==> config.mk <==
export PLATFORM = sky130hd
export DESIGN_NAME = egg_countdown_ctrl
export DESIGN_NICKNAME = d
export VERILOG_FILES = /design/src/rtl/egg_timer_pkg.sv /design/src/rtl/bcd_digit_down.sv /design/src/rtl/egg_countdown_ctrl.sv
export SDC_FILE = /design/constraint.sdc
export NUM_CORES = 1
export LEC_CHECK = 0
export ABC_AREA = 1
export CAP_MARGIN = 10
export CORE_MARGIN = 2
export CORE_UTILIZATION = 45
export CTS_CLUSTER_SIZE = 12
export DETAILED_ROUTE_END_ITERATION = 6
export PLACE_DENSITY = 0.77
export SLEW_MARGIN = 30
export SYNTH_ARGS = -nofsm -noshare
export SYNTH_HDL_FRONTEND = slang
export SYNTH_SLANG_ARGS = --single-unit
==> constraint.sdc <==
create_clock -name clk -period 1.4 [get_ports clk]
set_clock_uncertainty 0.1 [all_clocks]
set_input_delay 0.21 -clock clk [delete_from_list [all_inputs] [get_ports clk]]
set_output_delay 0.21 -clock clk [all_outputs]
set_load 0.005 [all_outputs]
==> src/rtl/egg_timer_pkg.sv <==
// Shared definitions for the egg countdown timer.
// Holds the controller state encodings, the BCD digit limits, the default
// alarm duration and a small digit-clamping helper used when loading.
package egg_timer_pkg;

    typedef enum logic [2:0] {
        ST_IDLE  = 3'd0,
        ST_LOAD  = 3'd1,
        ST_RUN   = 3'd2,
        ST_PAUSE = 3'd3,
        ST_ALARM = 3'd4
    } ctrl_state_t;

    localparam logic [3:0] BCD_ONES_MAX = 4'd9;
    localparam logic [3:0] BCD_TENS_MAX = 4'd5;

    localparam int ALARM_SECS_DEFAULT = 10;

    // Out-of-range set digits saturate to the digit's maximum.
    function automatic logic [3:0] clamp_digit(input logic [3:0] d, input logic [3:0] max);
        return (d > max) ? max : d;
    endfunction

endpackage

==> src/rtl/bcd_digit_down.sv <==
// One BCD down-counting digit with a programmable maximum.
// Ports:
//   clk, reset   - clock and asynchronous active-high reset
//   clr          - synchronous zero (highest priority)
//   load         - load load_value, saturated to MAX
//   load_value   - value to load
//   dec_en       - decrement by one this cycle
//   value        - current digit value
//   borrow       - high when a decrement wraps this digit from 0 to MAX
module bcd_digit_down
    import egg_timer_pkg::*;
#(
    parameter logic [3:0] MAX = BCD_ONES_MAX
) (
    input  logic       clk,
    input  logic       reset,
    input  logic       clr,
    input  logic       load,
    input  logic [3:0] load_value,
    input  logic       dec_en,
    output logic [3:0] value,
    output logic       borrow
);

    always_ff @(posedge clk or posedge reset) begin
        if (reset) begin
            value <= 4'd0;
        end else if (clr) begin
            value <= 4'd0;
        end else if (load) begin
            value <= clamp_digit(load_value, MAX);
        end else if (dec_en) begin
            value <= (value == 4'd0) ? MAX : value - 4'd1;
        end
    end

    // The next-more-significant digit decrements only when this one wraps.
    assign borrow = dec_en && (value == 4'd0);

endmodule

==> src/rtl/egg_countdown_ctrl.sv <==
// Egg timer countdown controller: MM:SS BCD countdown with pause, clear and
// a timed alarm phase.
// Ports:
//   clk, reset                 - clock and asynchronous active-high reset
//   tick_1hz                   - one-cycle 1 Hz enable
//   start, pause, clear        - debounced one-cycle button pulses
//   set_min_tens..set_sec_ones - BCD set time
//   min_tens..sec_ones         - BCD remaining time
//   running, paused, alarm     - state-decoded status outputs
//   ctrl_state                 - raw state encoding for debug
module egg_countdown_ctrl
    import egg_timer_pkg::*;
#(
    parameter int ALARM_SECS = ALARM_SECS_DEFAULT
) (
    input  logic       clk,
    input  logic       reset,
    input  logic       tick_1hz,
    input  logic       start,
    input  logic       pause,
    input  logic       clear,
    input  logic [3:0] set_min_tens,
    input  logic [3:0] set_min_ones,
    input  logic [3:0] set_sec_tens,
    input  logic [3:0] set_sec_ones,
    output logic [3:0] min_tens,
    output logic [3:0] min_ones,
    output logic [3:0] sec_tens,
    output logic [3:0] sec_ones,
    output logic       running,
    output logic       paused,
    output logic       alarm,
    output logic [2:0] ctrl_state
);

    localparam logic [7:0] ALARM_LAST = 8'(ALARM_SECS - 1);

    ctrl_state_t state, state_next;
    logic [7:0]  alarm_cnt;
    logic        count_clr, load_en, dec_en, at_one, set_nonzero;
    logic        borrow_so, borrow_st, borrow_mo, borrow_mt;

    assign set_nonzero = |{set_min_tens, set_min_ones, set_sec_tens, set_sec_ones};
    assign at_one      = ({min_tens, min_ones, sec_tens, sec_ones} == 16'h0001);

    assign count_clr = clear && (state == ST_LOAD || state == ST_RUN || state == ST_PAUSE);
    assign load_en   = (state == ST_LOAD);
    assign dec_en    = (state == ST_RUN) && tick_1hz && !clear;

    always_ff @(posedge clk or posedge reset) begin
        if (reset) begin
            state <= ST_IDLE;
        end else begin
            state <= state_next;
        end
    end

    // A tick that reaches 00:00 wins over a simultaneous pause: the count is
    // already exhausted, so the alarm is the more useful outcome.
    always_comb begin
        state_next = state;
        case (state)
            ST_IDLE:  if (!clear && start && set_nonzero) state_next = ST_LOAD;
            ST_LOAD:  state_next = clear ? ST_IDLE : ST_RUN;
            ST_RUN: begin
                if (clear)                  state_next = ST_IDLE;
                else if (tick_1hz && at_one) state_next = ST_ALARM;
                else if (pause)             state_next = ST_PAUSE;
            end
            ST_PAUSE: begin
                if (clear)      state_next = ST_IDLE;
                else if (start) state_next = ST_RUN;
            end
            ST_ALARM: begin
                if (clear || start)                        state_next = ST_IDLE;
                else if (tick_1hz && alarm_cnt == ALARM_LAST) state_next = ST_IDLE;
            end
            default:  state_next = ST_IDLE;
        endcase
    end

    // Counts alarm ticks; held at zero whenever the alarm is not sounding.
    always_ff @(posedge clk or posedge reset) begin
        if (reset) begin
            alarm_cnt <= 8'd0;
        end else if (state != ST_ALARM) begin
            alarm_cnt <= 8'd0;
        end else if (tick_1hz) begin
            alarm_cnt <= alarm_cnt + 8'd1;
        end
    end

    bcd_digit_down #(.MAX(BCD_ONES_MAX)) u_sec_ones (
        .clk(clk), .reset(reset), .clr(count_clr), .load(load_en),
        .load_value(set_sec_ones), .dec_en(dec_en),
        .value(sec_ones), .borrow(borrow_so)
    );

    bcd_digit_down #(.MAX(BCD_TENS_MAX)) u_sec_tens (
        .clk(clk), .reset(reset), .clr(count_clr), .load(load_en),
        .load_value(set_sec_tens), .dec_en(borrow_so),
        .value(sec_tens), .borrow(borrow_st)
    );

    bcd_digit_down #(.MAX(BCD_ONES_MAX)) u_min_ones (
        .clk(clk), .reset(reset), .clr(count_clr), .load(load_en),
        .load_value(set_min_ones), .dec_en(borrow_st),
        .value(min_ones), .borrow(borrow_mo)
    );

    // The top digit's borrow never occurs: the count stops at 00:00.
    bcd_digit_down #(.MAX(BCD_TENS_MAX)) u_min_tens (
        .clk(clk), .reset(reset), .clr(count_clr), .load(load_en),
        .load_value(set_min_tens), .dec_en(borrow_mo),
        .value(min_tens), .borrow(borrow_mt)
    );

    logic unused_borrow;
    assign unused_borrow = borrow_mt;

    assign running    = (state == ST_RUN);
    assign paused     = (state == ST_PAUSE);
    assign alarm      = (state == ST_ALARM);
    assign ctrl_state = state;

endmodule

* Yosys cells after proc, flatten, opt, wreduce, memory -nomap -nowiden
Cells that the tools add are included.
Word-level totals: register bits 27, ROM bits 0, bits in writable memories 0, bits in latches 0, input port bits 22, memories 0
Operators by class: shifts and indexed selects 0, $lt $le $gt $ge 4, bitwise gates (word level) 0, multipliers 0, reductions and logical operators 26, div/mod/pow operators 0, equal/unequal tests 11, multiplexer cells 32, $add $sub $neg 5
Operator list (count):
- 4-bit 2-to-1 mux | 20
- 3-bit 2-to-1 mux | 8
- 16-bit by 1-bit == test with 1-bit output (second input constant) | 1
- 4-bit logical NOT | 4
- 8-bit 2-to-1 mux | 2
- 16-bit OR reduction | 1
- 4-bit by 1-bit subtractor with 4-bit output (second input constant) | 4
- 3-bit case mux with 5 select lines | 1
- 3-bit nonzero test | 4
- 1-bit logical AND | 10
- 8-bit by 1-bit adder with 8-bit output (second input constant) | 1
- 8-bit by 4-bit == test with 1-bit output (second input constant) | 1
- 4-bit by 3-bit greater-than comparator with 1-bit output (second input constant) | 2
- 4-bit greater-than comparator (second input constant) | 2
- 3-bit by 2-bit == test with 1-bit output (second input constant) | 2
- 3-bit inequality test (second input constant) | 2
- 4-bit by 3-bit inequality test with 1-bit output (second input constant) | 1
- 4-bit AND reduction | 1
- 3-bit by 1-bit == test with 1-bit output (second input constant) | 1
- 3-bit == test (second input constant) | 1
- 3-bit logical NOT | 1
- 1-bit logical OR | 3
- 3-bit by 1-bit inequality test with 1-bit output (second input constant) | 1
- 2-bit 2-to-1 mux | 1
- 3 further kinds | 3

* Longest topological paths before layout
Gate-level depths: netlist (run 1).
depth after elaboration 9, depth in mapped cells 11, mapped depth without buffers 11

* Cells and area by module
From an unflattened synthesis (run 1), not the netlist that was laid out.
Unflattened totals: cell total of the unflattened synthesis 331, area total of the unflattened synthesis 2103.3 um^2
By module, submodules not included:
- egg_countdown_ctrl | instances 1, area an instance 804.5 um^2, cells each 121, sequential area each 275.3 um^2
- bcd_digit_down at u_min_ones ... | instances 2, area an instance 330.3 um^2, cells each 54, sequential area each 100.1 um^2
- bcd_digit_down at u_min_tens ... | instances 2, area an instance 319.1 um^2, cells each 51, sequential area each 100.1 um^2

* Worst setup path after synthesis (run 1)
Ideal clock, no wire load.
path kind register to register, start point register u_min_ones.value[0], end point register state[2] (netlist: ctrl_state[2]), slack -77 ps, clock period less this slack 1477 ps, path buffers 0, library setup time 117 ps, data required time 1183 ps, data arrival time 1259 ps, cell stages (with the launch flop) 10, cell sequence dfrtp_1 -> inv_1 -> ha_1 -> nand3_1 -> nor2_1 -> nand3_1 -> nand3_1 -> nand3_1 -> nand2_1 -> nand2_1
Between the ends: cells in the longest elaborated chain, start to end 5, elaborated cells between the ends (all ways) 7, those cells by class eq/ne (2); mux (3); reduce/logical (2)
RTL lines:
- from (decl) | line bcd_digit_down.sv:21 | output logic [3:0] value,
- from (signal assigned) | line bcd_digit_down.sv:31 | value <= clamp_digit(load_value, MAX);
- from (signal assigned) | line bcd_digit_down.sv:33 | value <= (value == 4'd0) ? MAX : value - 4'd1;
- 16-bit by 1-bit == test with 1-bit output (*) | line egg_countdown_ctrl.sv:44 | assign at_one = ({min_tens, min_ones, sec_tens, sec_ones} == 16'h0001);
- 1-bit logical AND (*) | line egg_countdown_ctrl.sv:67 | else if (tick_1hz && at_one) state_next = ST_ALARM;
- 3-bit 2-to-1 mux | line egg_countdown_ctrl.sv:67
- 3-bit 2-to-1 mux | line egg_countdown_ctrl.sv:66 | if (clear) state_next = ST_IDLE;
- 3-bit case mux with 5 select lines | line egg_countdown_ctrl.sv:62 | case (state)
- to (signal assigned) | line egg_countdown_ctrl.sv:54 | state <= state_next;
- to (decl) | line egg_countdown_ctrl.sv:38 | ctrl_state_t state, state_next;
Mark *: on every way between the ends. The rest lies on a longest branch, timed or not. A chain may end at the register's enable or synchronous reset.

* Worst setup path after layout (run 1)
start point register u_sec_ones.value[1], end point register u_sec_tens.value[3]
Between the ends: cells in the longest elaborated chain, start to end 3
RTL lines:
- from (decl) | line bcd_digit_down.sv:21
- from (signal assigned) | line bcd_digit_down.sv:31
- from (signal assigned) | line bcd_digit_down.sv:33
- 4-bit logical NOT | line bcd_digit_down.sv:38 | assign borrow = dec_en && (value == 4'd0);
- 1-bit logical AND | line bcd_digit_down.sv:38
- 3-bit nonzero test (no line)
- to (signal assigned) | line bcd_digit_down.sv:31
- to (signal assigned) | line bcd_digit_down.sv:33
- to (decl) | line bcd_digit_down.sv:21
No other way between the ends.

==> results of run 1 <==
## routing by layer
layer | global-route usage, % | routed length (um) | up-vias
met4 | 9.80 | 602 | 0
li1 | - | - | 1128
met5 | 0 | 0 | -
met2 | 48.8 | 4220 | 220
met1 | 31.2 | 3060 | 1200
met3 | 2.44 | 758 | 72
## power groups by stage
stage | Sequential [mW] | Combinational, mW | Clock (mW)
2_1_floorplan | 1.26 | 1.82 | 0
4_1_cts | 1.20 | 3.93 | 0.484
5_1_grt | 1.25 | 5.97 | 0.541
3_5_place_dp | 1.22 | 3.48 | 0
6_report | 1.24 | 5.66 | 0.507
3_3_place_gp | 1.21 | 3.38 | 0
## tightest hold or removal path, delay by kind of cell
kind	cells	cell delay, ps
buffers and inverters	3	690
## path summary, 6_finish.rpt
check / end / slack, ps / cells past startpoint
min in group clk: alarm_cnt[4] / 420 / 1
max in group asynchronous: ctrl_state[2] / 880 / 3
worst min register to register: alarm_cnt[4] / 420 / 1
worst min-delay path: alarm_cnt[0] / 140 / 3
worst max register to register: u_sec_tens.value[3] / -390 / 10
worst max-delay path: u_sec_tens.value[3] / -390 / 10
## cell usage after synthesis
| cell type | count |
|---|---|
| xor2_1 | 2 |
| nand2_2 | 2 |
| nor2_1 | 39 |
| nand3b_1 | 1 |
| nor2_4 | 2 |
| nand4_1 | 3 |
| o21ai_0 | 16 |
| o22ai_1 | 3 |
| nor2_2 | 2 |
| nand2_1 | 62 |
| nand3_1 | 30 |
| or2_2 | 1 |
| nor3_4 | 1 |
| inv_1 | 38 |
| o21ai_2 | 1 |
| nand2_4 | 3 |
| inv_2 | 2 |
| o31ai_1 | 1 |
| nor3_1 | 5 |
| a21oi_1 | 11 |
| buf_2 | 2 |
| xnor2_1 | 3 |
| inv_4 | 1 |
| o21ai_1 | 4 |
| ha_1 | 9 |
| a22oi_1 | 1 |
| dfrtp_1 | 27 |
| nor3_2 | 1 |
## final cells by class
class / count / area [um^2]
clock buffer: 3 / 41.3
clock inverter: 1 / 7.51
fill: 209 / 543
inverter: 41 / 164
multi-input combinational: 203 / 1420
sequential: 27 / 679
tap: 50 / 62.6
timing repair buffer: 122 / 1110
## kinds of logic (layout without fill, tap and decap cells)
logic type,after synthesis,count (layout),share of synthesized area [%]
flops,27,27,35.7
simple gates,152,152,36.7
fa+ha+maj,9,9,5.96
xor+xnor,5,5,2.32
compound gates,37,37,10.5
buf+inv,43,167,8.80
## what timing repair did
action | in CTS | in global routing
pin swaps | 21 | 23
resized for setup | 86 | 96
buffers inserted | 15 | 14
gates cloned | 0 | 0
setup endpoints to repair | 43 | 38
hold endpoints to repair | 0 | 0
## registers in the layout, summed over array words and instances, names as in the netlist
register and cells:
u_min_ones.value 4, u_min_tens.value 4, ctrl_state 3, alarm_cnt 8, u_sec_ones.value 4, u_sec_tens.value 4
## through the flow
step / cells / power (mW) / utilization [%] / setup TNS [ps]
3_5_place_dp: 416 / 4.69 / 69.4 / -7080
3_3_place_gp: 416 / 4.60 / 69.4 / -6020
5_1_grt: 447 / 7.76 / 86.5 / -7820
2_1_floorplan: 273 / 3.08 / - / -73.7
4_1_cts: 434 / 5.62 / 76.5 / -3540
6_report: 447 / 7.41 / 86.5 / -6100
==> impl_metrics.yaml, run 1 <==
outcome:
  outcome: "finished with violations"
  violations: "negative setup slack"
worst_setup_path:
  cp-startpoint: "u_sec_ones.value[1]"
  crit_path_top_delay_cell: "dfrtp_1"
  arrival_ps: 1920
  start_kind: "register"
  max_stage_delay_ps: 440
  r2r_start: "u_sec_ones.value[1]"
  cp_top_family: "simple AND/OR/NAND/NOR gates"
  crit_chain: "inv_2, ha_1, nand3_1, inv_2, nand2_2, nand2_8, nand2_2, nand2_1, nand2_1, nor2_1"
  required_ps: 1530
  crit_fanout: 8
  critPathKind: "reg -> reg"
  crit_path_end_kind: "register"
  critPathBufInv: 2
global_routing:
  antenna_found_initial: 0
  grt_pass1_vias: 2135
  gr-usage-all-layers_pct: 26.3
  grt_max_degree: 28
  gr-total-overflow: 0
  grt_pass1_wl_mm: 9.29
die:
  pin_count: 44
  start_util_pct: 46.9
  fp-row-count: 23
  dieWidth_um: 68.8
  core_um2: 4030
  dieArea_um2: 4740
  die_h_um: 68.8
timing:
  hold_slack_ps: 139
  setup_slack_ps: -394
  drv_slew: 0
  setup_viol: 28
  max_slew_margin_pct: 72.3
  rsz0062_at_grt: "true"
  period_share_pct: 128
  finalHoldViolations: 0
  fmax_ghz: 0.558
  timing.final.crit_period_ps: 1790
  tightest_slew_ps: 412
cts:
  clk_latency_ps: 290
  hold_buffers: 0
  root_buffer: "clkbuf_8"
  path_clk_slew_ps: 110
  cts_tree: "done"
  clock-sinks: 27
  clockBufferDepth: 2
  cts_made_buffers: 3
  htree_num_levels: 1
detailed_routing:
  drc: 0
  drt-initial-drc-count: 540
  drt_wl_total_mm: 8.63
  drt_first_pass_iters: 5
  viasPerCell: 5.86
  wl_per_cell_um: 19.3
  num_vias: 2620
  ant_nets: 0
run:
  cap_violations: 0
pwr:
  p_sw_share_pct: 48.5
  power_frac_seq_pct: 16.7
  pwr-share-clk_pct: 6.8
  pwr_density_cell_nw_per_um2: 2130
  p_int_mw: 3.81
  peakVddDrop_uv: 966
  leakagePower_nw: 1.66
  p_comb_share_pct: 76.4
  switchingPower_mw: 3.60
cells_and_area:
  drive_above_1_share_pct: 45.8
  final_cell_mix: "buf_4 (57), nand2_1 (45), nor2_1 (30)"
  diodes: 0
  fin_area_um2: 3490
  area_growth_pct: 84.4
  fin_nets: 429
  final_common_cell: "buf_4"
placement:
  place_ws_ps: -387
  place_congestion: 0.866
  placed_cell_area_um2: 2800
  hpwlAfterDp_mm: 3.90
  port_buffers: 43
worst_hold_path:
  hold_path_class: "in -> async"
logic_synthesis:
  synthDistinctLibCells: 28
  synthTopCellsByArea: "dfrtp_1 (36%), nand2_1 (12%), nand3_1 (7.9%), nor2_1 (7.7%), inv_1 (7.5%)"
  syn_nets: 304
  syn_inst: 273
  yosysTopAreaCell: "dfrtp_1"
  ys_seq_area_share_pct: 35.7
  synth_area_per_cell_um2: 6.93
  syn-cell-area_um2: 1890
  synth-seq-cells: 27
  synth_top_cell_area_share_pct: 35.7
  synth_warnings: 0
Note: power is estimated with default switching activity, not from simulation.
==> run 2: changes to the inputs <==
--- a/config.mk
+++ b/config.mk
@@ -9,6 +9,7 @@
 export CAP_MARGIN = 10
 export CORE_MARGIN = 2
 export CORE_UTILIZATION = 45
+export CTS_CLUSTER_DIAMETER = 200
 export CTS_CLUSTER_SIZE = 12
 export DETAILED_ROUTE_END_ITERATION = 6
 export PLACE_DENSITY = 0.77
==> results of run 2 <==
No change in the layout: final DEF, timing and power equal those of run 1.
==> run 3: changes to the inputs <==
--- a/config.mk
+++ b/config.mk
@@ -9,9 +9,10 @@
 export CAP_MARGIN = 10
 export CORE_MARGIN = 2
 export CORE_UTILIZATION = 45
-export CTS_CLUSTER_DIAMETER = 200
+export CTS_CLUSTER_DIAMETER = 100
 export CTS_CLUSTER_SIZE = 12
 export DETAILED_ROUTE_END_ITERATION = 6
+export GPL_TIMING_DRIVEN = 0
 export PLACE_DENSITY = 0.77
 export SLEW_MARGIN = 30
 export SYNTH_ARGS = -nofsm -noshare
==> impl_metrics.yaml, run 3 (same netlist as run 1, synthesis figures left out) <==
cells_and_area:
  fillers: 247
  final_util_pct: 77.1
  final_cell_mix: "nand2_1 (46), buf_4 (34), nor2_1 (32)"
  drive_above_1_share_pct: 37.8
  final-seq-area_um2: 679
  fin_nets: 394
  largest_reg_flops: 8
  final_common_cell: "nand2_1"
  stdcell_count: 412
  largest_register: "alarm_cnt"
  multi_input_area_um2: 1360
  area_growth_pct: 64.4
  diodes: 0
pwr:
  power_frac_seq_pct: 19.8
  pwr_density_cell_nw_per_um2: 2020
  leakagePower_nw: 1.49
  peakVddDrop_uv: 831
  switchingPower_mw: 2.96
  p_sw_share_pct: 47.2
  p_comb_share_pct: 72.6
  p_total_mw: 6.28
  p_int_mw: 3.32
  pwr-share-clk_pct: 7.6
cts:
  path_clk_slew_ps: 100
  cts_tree: "done"
  root_buffer: "clkbuf_8"
  cts_made_buffers: 3
  clk_latency_ps: 280
  clock-sinks: 27
  clockBufferDepth: 2
  htree_num_levels: 1
worst_setup_path:
  worst-r2r-cell-count: 9
  crit_fanout: 6
  arrival_ps: 1800
  start_kind: "register"
  critPathKind: "reg -> reg"
  required_ps: 1490
  crit_path_end_kind: "register"
detailed_routing:
  ant_nets: 0
  routed-wl-met3_um: 384
  drt-initial-drc-count: 203
  wl_met2_mm: 3.28
  num_vias: 2240
  drc: 0
  viasPerCell: 5.44
  m1WireLength_mm: 2.58
  drt_first_pass_iters: 4
  drt_wl_total_mm: 6.60
  wl_per_cell_um: 16.0
  top_layer: "met4"
global_routing:
  gr-total-overflow: 0
  grt_pass1_wl_mm: 8.99
  antenna_found_initial: 0
  grt_pass1_vias: 2047
  gr-usage-all-layers_pct: 25.4
  grt_max_degree: 28
outcome:
  violations: "negative setup slack"
  outcome: "finished with violations"
worst_hold_path:
  hold_path_class: "in -> reg"
  whs_path_depth: 3
die:
  dieWidth_um: 68.8
  dieArea_um2: 4740
  core_um2: 4030
  pin_count: 44
  fp-row-count: 23
  die_h_um: 68.8
  start_util_pct: 46.9
timing:
  timing.final.crit_period_ps: 1710
  period_share_pct: 122
  fmax_ghz: 0.583
  drv_slew: 0
  finalHoldViolations: 0
  tightest_slew_ps: 593
  setup_tns_ps: -4860
  setup_viol: 26
  setup_slack_ps: -314
  max_slew_margin_pct: 60.4
  rsz0062_at_grt: "true"
placement:
  dp.cells: 365
  place_ws_ps: -590
  port_buffers: 42
  hpwlAfterDp_mm: 3.48
  place_congestion: 0.859
run:
  cap_violations: 0
==> run 3: worst paths after layout <==
check	startpoint	end	slack, ps
setup / recovery	ctrl_state[2]	u_min_ones.value[1]	-310
hold / removal	tick_1hz	alarm_cnt[0]	200
setup reg to reg	ctrl_state[2]	u_min_ones.value[1]	-310
hold reg to reg	alarm_cnt[4]	alarm_cnt[4]	430
max in group asynchronous	reset	ctrl_state[2]	570
min in group asynchronous	reset	u_sec_ones.value[0]	210
==> run 3: power groups by stage <==
stage	clock, mW	sequential [mW]	combinational, mW
after floorplan	0	1.26	1.82
after global placement	0	1.26	2.71
after detailed placement	0	1.27	2.79
after CTS	0.462	1.21	3.71
after global routing	0.504	1.28	4.89
final	0.475	1.25	4.56
==> run 3: layout make-up <==
class / instances / share of cell area [%]
inverter: 41 / 5.35
timing repair buffer: 85 / 24.8
sequential: 27 / 21.9
buffer: 2 / 0.644
multi-input combinational: 203 / 43.8
tap: 50 / 2.01
clock buffer: 4 / 1.45
==> run 3: layer usage <==
metal / vias up / GRT usage [%]
li1: 1055 / -
met5: - / 0
met1: 1045 / 30.0
met3: 35 / 4.71
met2: 105 / 44.8
met4: 0 / 11.3
==> run 3: through the flow <==
| stage | hold WS, ps | cell area (um^2) |
|---|---|---|
| final | 202 | 3110 |
| after global routing | 257 | 3110 |
| after CTS | 199 | 2860 |
| after detailed placement | 394 | 2390 |
| after global placement | 372 | 2390 |
| after floorplan | 163 | 1910 |
==> run 3: what timing repair did <==
item	in CTS	in global routing
pin swaps	19	17
gates resized for setup	90	50
buffers inserted	32	11
hold buffers	0	0
gates cloned	1	0
endpoints found under the setup margin	46	32
==> run 3: critical path, stage by stage (launching register included) <==
cell     delay [ps]
dfrtp_2         450
buf_6           130
nor2_4           80
buf_6           120
nand2_8          80
nor2_2          170
nand2_1          90
a21oi_2         180
nand2_1          90
o21ai_0         120
